### src/rtl/multiplexer_3ch_pkg.sv
// Shared constants for the registered 3-to-1 word multiplexer:
// select encodings and the default datapath word width.
package multiplexer_3ch_pkg;

    localparam int DEFAULT_WORD_SIZE = 8;

    typedef enum logic [1:0] {
        SEL_A    = 2'b00,
        SEL_B    = 2'b01,
        SEL_C    = 2'b10,
        SEL_NONE = 2'b11
    } mux_sel_e;

endpackage

### src/rtl/multiplexer_3ch.sv
// Registered 3-to-1 word multiplexer: one combinational select stage
// feeding a word_size-bit register with synchronous active-low clear.
module multiplexer_3ch
    import multiplexer_3ch_pkg::*;
#(
    parameter int word_size = DEFAULT_WORD_SIZE
) (
    input  logic                 clk,
    input  logic                 rst_n,
    output logic [word_size-1:0] mux_out,
    input  logic [word_size-1:0] data_a,
    input  logic [word_size-1:0] data_b,
    input  logic [word_size-1:0] data_c,
    input  logic [1:0]           sel
);

    logic [word_size-1:0] w_next;
    logic [word_size-1:0] r_mux_out;

    // Conditional chain rather than a case so an unknown sel propagates
    // as X in simulation instead of silently falling into the zero arm.
    always_comb begin
        w_next = '0;
        w_next = (sel == SEL_A) ? data_a :
                 (sel == SEL_B) ? data_b :
                 (sel == SEL_C) ? data_c :
                 {word_size{1'b0}};
    end

    always_ff @(posedge clk) begin
        if (!rst_n) begin
            r_mux_out <= '0;
        end else begin
            r_mux_out <= w_next;
        end
    end

    assign mux_out = r_mux_out;

endmodule

### config.mk
export PLATFORM = sky130hd
export DESIGN_NAME = multiplexer_3ch
export DESIGN_NICKNAME = d
export VERILOG_FILES = /design/src/rtl/multiplexer_3ch_pkg.sv /design/src/rtl/multiplexer_3ch.sv
export SDC_FILE = /design/constraint.sdc
export NUM_CORES = 1
export LEC_CHECK = 0
export CAP_MARGIN = 25
export CORE_MARGIN = 4
export CORE_UTILIZATION = 27
export CTS_CLUSTER_DIAMETER = 80
export DETAILED_ROUTE_END_ITERATION = 7
export HOLD_SLACK_MARGIN = 0.05
export PLACE_DENSITY = 0.72
export SYNTH_ARGS = -nofsm -noshare
export SYNTH_HDL_FRONTEND = slang
export SYNTH_SLANG_ARGS = --single-unit
### constraint.sdc
create_clock -name clk -period 0.85 [get_ports clk]
set_input_delay 0.17 -clock clk [delete_from_list [all_inputs] [get_ports clk]]
set_output_delay 0.17 -clock clk [all_outputs]
set_load 0.01 [all_outputs]
Word level (Yosys, flattened, before mapping)
Index checks and enable logic that the tools add are counted.
{"block": "totals", "register_bits": 8, "in_bits": 28, "out_inout_bits": 8, "wordCells": 7}
{"block": "classes", "n_eq_ne": 2, "muxes": 3, "reduce_logical": 1}
{"cell": "$mux 8", "n": 3}
{"cell": "$eq 2x1->1 const B", "n": 1}
{"cell": "$eq 2x2->1 const B", "n": 1}
{"cell": "$logic_not 2->1", "n": 1}

Depth between registers and ports, before layout
{"block": "logic_depth", "depth_word": 4, "mapped_depth": 5, "ltp_nobuf": 3}

Worst setup path after synthesis
OpenSTA, ideal clock, no wires.
{"block": "synth_timing", "path_kind": "input to register", "from": "in sel[0]", "to": "reg r_mux_out[0], in the netlist mux_out[0]", "setup_time_ps": 115, "arrival_time_ps": 759, "required_time_ps": 735, "path_slack_ps": -23, "path_stages": 5, "path_buffers": 2, "cell_sequence": "buf_6 > buf_8 > mux2i_1 > o21ai_1 > and2_1"}
{"block": "synth_via", "elab_chain_cells": 4, "word_cells_on_any_way": 6, "classes_between": "eq/ne (2); mux (3); reduce/logical (1)"}
{"item": "start: declaration", "line": "multiplexer_3ch.sv:14", "rtl": "input logic [1:0] sel"}
{"item": "$eq 2x2->1", "line": "multiplexer_3ch.sv:26", "rtl": "(sel == SEL_C) ? data_c :"}
{"item": "$mux 8", "line": "multiplexer_3ch.sv:26"}
{"item": "$mux 8", "line": "multiplexer_3ch.sv:25", "rtl": "(sel == SEL_B) ? data_b :"}
{"item": "$mux 8 (*)", "line": "multiplexer_3ch.sv:24", "rtl": "w_next = (sel == SEL_A) ? data_a :"}
{"item": "end signal: assignment", "line": "multiplexer_3ch.sv:34", "rtl": "r_mux_out <= w_next;"}
{"item": "end: declaration", "line": "multiplexer_3ch.sv:18", "rtl": "logic [word_size-1:0] r_mux_out;"}
Every way passes the cells marked *; elsewhere a longest branch is shown, timed or not.
A chain may end at the register's enable or synchronous reset.

Final worst setup path
{"block": "layout_timing", "from": "reg r_mux_out[4], in the netlist mux_out[4]", "to": "out mux_out[4]"}
{"item": "end: declaration", "line": "multiplexer_3ch.sv:10", "rtl": "output logic [word_size-1:0] mux_out,"}
No word-level cell between the ends.

==> implementation parameters <==
Parameter                              Value

Run status
  Status    finished, final reports clean

Timing
  Final hold viol count    0
  Minimum period implied by the final worst setup slack    0.840 ns
  Worst hold slack after final layout    0.342 ns
  Portion of the clock cycle consumed by the worst path in the final layout    98.8%
  Headroom to the max-slew limit    85.4%
  Top achievable clock speed    1.19 GHz
  Slew at the pin closest to its max-slew limit    0.218 ns
  RSZ-0062 raised after global routing    true
  Final count of negative-setup-slack endpoints    0
  Max-slew violations    0

Pwr
  Total power divided by cell area    1190 nW/um^2
  Largest vdd supply drop    0.368 mV
  Static leakage    0.000373 uW

Clocking
  Number of levels the H-tree was split into    1
  Worst-path clk slew    0.05 ns
  Largest buffer count on any clock path    2
  Clock tree from TritonCTS    built
  CTS buffer count    3
  Number of buffers added to fix hold violations after cts    0
  CTS Root Buffer Type    sky130_fd_sc_hd__clkbuf_4
  Post-CTS setup buffer count    0
  Clk sinks    8

Layout
  Layout overhead on the synthesized area    84.3%
  Number of nets in the finished design    112
  Highest-count cells in the layout ignoring fill and taps    sky130_fd_sc_hd__clkdlybuf4s50_1 (22), sky130_fd_sc_hd__mux2i_1 (8), sky130_fd_sc_hd__nand3b_1 (8), sky130_fd_sc_hd__and2_1 (8)
  Most common cell after layout, fill and taps aside    sky130_fd_sc_hd__clkdlybuf4s50_1
  Number of fillers in the final layout    154
  Number of flip-flops under the largest register name    8
  Utilization of the core after routing    52.7%
  Number of diodes added for antenna fixing    0
  Ratio of cells with drive above 1 in the final layout    20.7%

Route
  Number of violations reported at the end of detailed-routing iteration 0    4
  Total vias in the final route    427
  Count of unresolved DRC violations after routing    0
  Final wirelength    1.09 mm
  Number of nets still failing antenna checks after routing    0
  Total iterations of the first detailed-routing run    2
  Routed WL per cell    11.1 um
  Per-cell via count in the routed design    4.36

GRT
  Via count of the first global-routing pass    399
  Total global-route track usage    9.83%
  Global-route wire length before repair    1.65 mm
  Overall overflow remaining after global route    0
  Maximum number of pins on one net before global-route repair    9
  Antenna violations before repair    0

Setup path
  Worst path depth    1
  Start-to-end type of the worst setup path    flop to output port
  Startpoint Class    flop
  Master of the slowest instance on the critical path    sky130_fd_sc_hd__dfxtp_2
  Delay of the slowest critical-path stage    0.32 ns
  Cell type group with the largest total delay on the critical path    flip-flops
  Crit. End Element    output port
  Worst path cell trace    buf_6
  Biggest fanout along the worst timing path    1
  Data required time at the worst endpoint    0.68 ns
  Crit path arrival time    0.67 ns
  CP Buf/Inv Count    1

Hold path
  Startpoint of the worst hold path    data_a[4]
  Worst hold endpoint    mux_out[4]
  Min-Delay Path Depth    4
  Worst min path class    input pin to flop

Placement
  Detailed placer's ending HPWL    917 um
  Port-buffer cells    35
  GPL Wtd Cong    0.718

Floorplan
  # IOs    36
  Starting density of the core    28.6%
  Horizontal extent of the die    47.9 um
  Vertical extent of the die    47.9 um
  Number of core rows    14
  Core region area    1510 um^2
  Area enclosed by the die boundary    2300 um^2

Yosys
  Average cell area after synthesis    10.0 um^2
  Post-Syn Instances    43
  Synth Net Count    71
  Seq/Total Area, Yosys    37.2%
  Mapped Area    430 um^2
  Seq cells post-synth    8
  Number of distinct library cells after synthesis    9
  Yosys Warn Count    0

Job
  Max Cap Viol    0
## worst max path at each step
stage,startpoint,end,slack [ns]
final,mux_out[4],mux_out[4],0.01
after global placement,sel[0],mux_out[2],-0.50
after CTS,mux_out[3],mux_out[3],0.0007
after detailed placement,sel[0],mux_out[4],-0.52
after floorplan,sel[0],mux_out[0],0.002
after global routing,mux_out[2],mux_out[2],-0.02
## area by class of cell
cell class | count | area (um^2) | area share (%)
clock buffers | 3 | 22.5 | 2.84
multi-input cells | 32 | 230 | 29.0
flip-flops and latches | 8 | 161 | 20.3
well taps | 16 | 20.0 | 2.52
repair buffers | 39 | 359 | 45.3
## metrics by stage
step / setup TNS, ns / instance area [um^2] / setup WS [ns] / cells / power, uW
finish: 0 / 793 / 0.0101 / 98 / 944
global route: -0.0636 / 793 / -0.0153 / 98 / 995
CTS: 0 / 791 / 0.000727 / 98 / 959
detailed placement: -5.05 / 791 / -0.515 / 95 / 699
global placement: -4.87 / 791 / -0.499 / 95 / 696
floorplan: 0 / 439 / 0.00181 / 43 / 521
## power breakdown
| group | switching [uW] | total, uW | internal (uW) |
|---|---|---|---|
| Clock | 112 | 272 | 160 |
| Combinational | 84.4 | 267 | 182 |
| Sequential | 5.51 | 405 | 400 |
## per-layer routing
| layer | track usage [%] | share of wire, % | up-vias |
|---|---|---|---|
| li1 | - | - | 229 |
| met1 | 11.5 | 42 | 179 |
| met2 | 17.9 | 46 | 19 |
| met3 | 1.50 | 12 | 0 |
| met4 | 3.23 | 0 | 0 |
| met5 | 0 | 0 | - |
## synth_stat cells (all sizes together)
master	n	area, um^2
o21ai	8	40.0
and2	8	50.1
dfxtp	8	160
mux2i	8	80.1
clkbuf	1	13.8
buf	2	26.3
nand3b	8	60.1
## cells by family (layout without fill, tap and decap cells)
group	count (synthesis)	count (layout)	synth area share, %
mux	8	8	18.6
simple gates	16	16	25.6
buf+inv	3	42	9.30
compound gates	8	8	9.30
flops	8	8	37.2
## what timing repair did
item | 4_1_cts | 5_1_grt
setup endpoints to repair | 16 | 15
pin swaps | 0 | 2
gates resized for setup | 40 | 8
No activity file was read; power rests on OpenSTA's default activity.
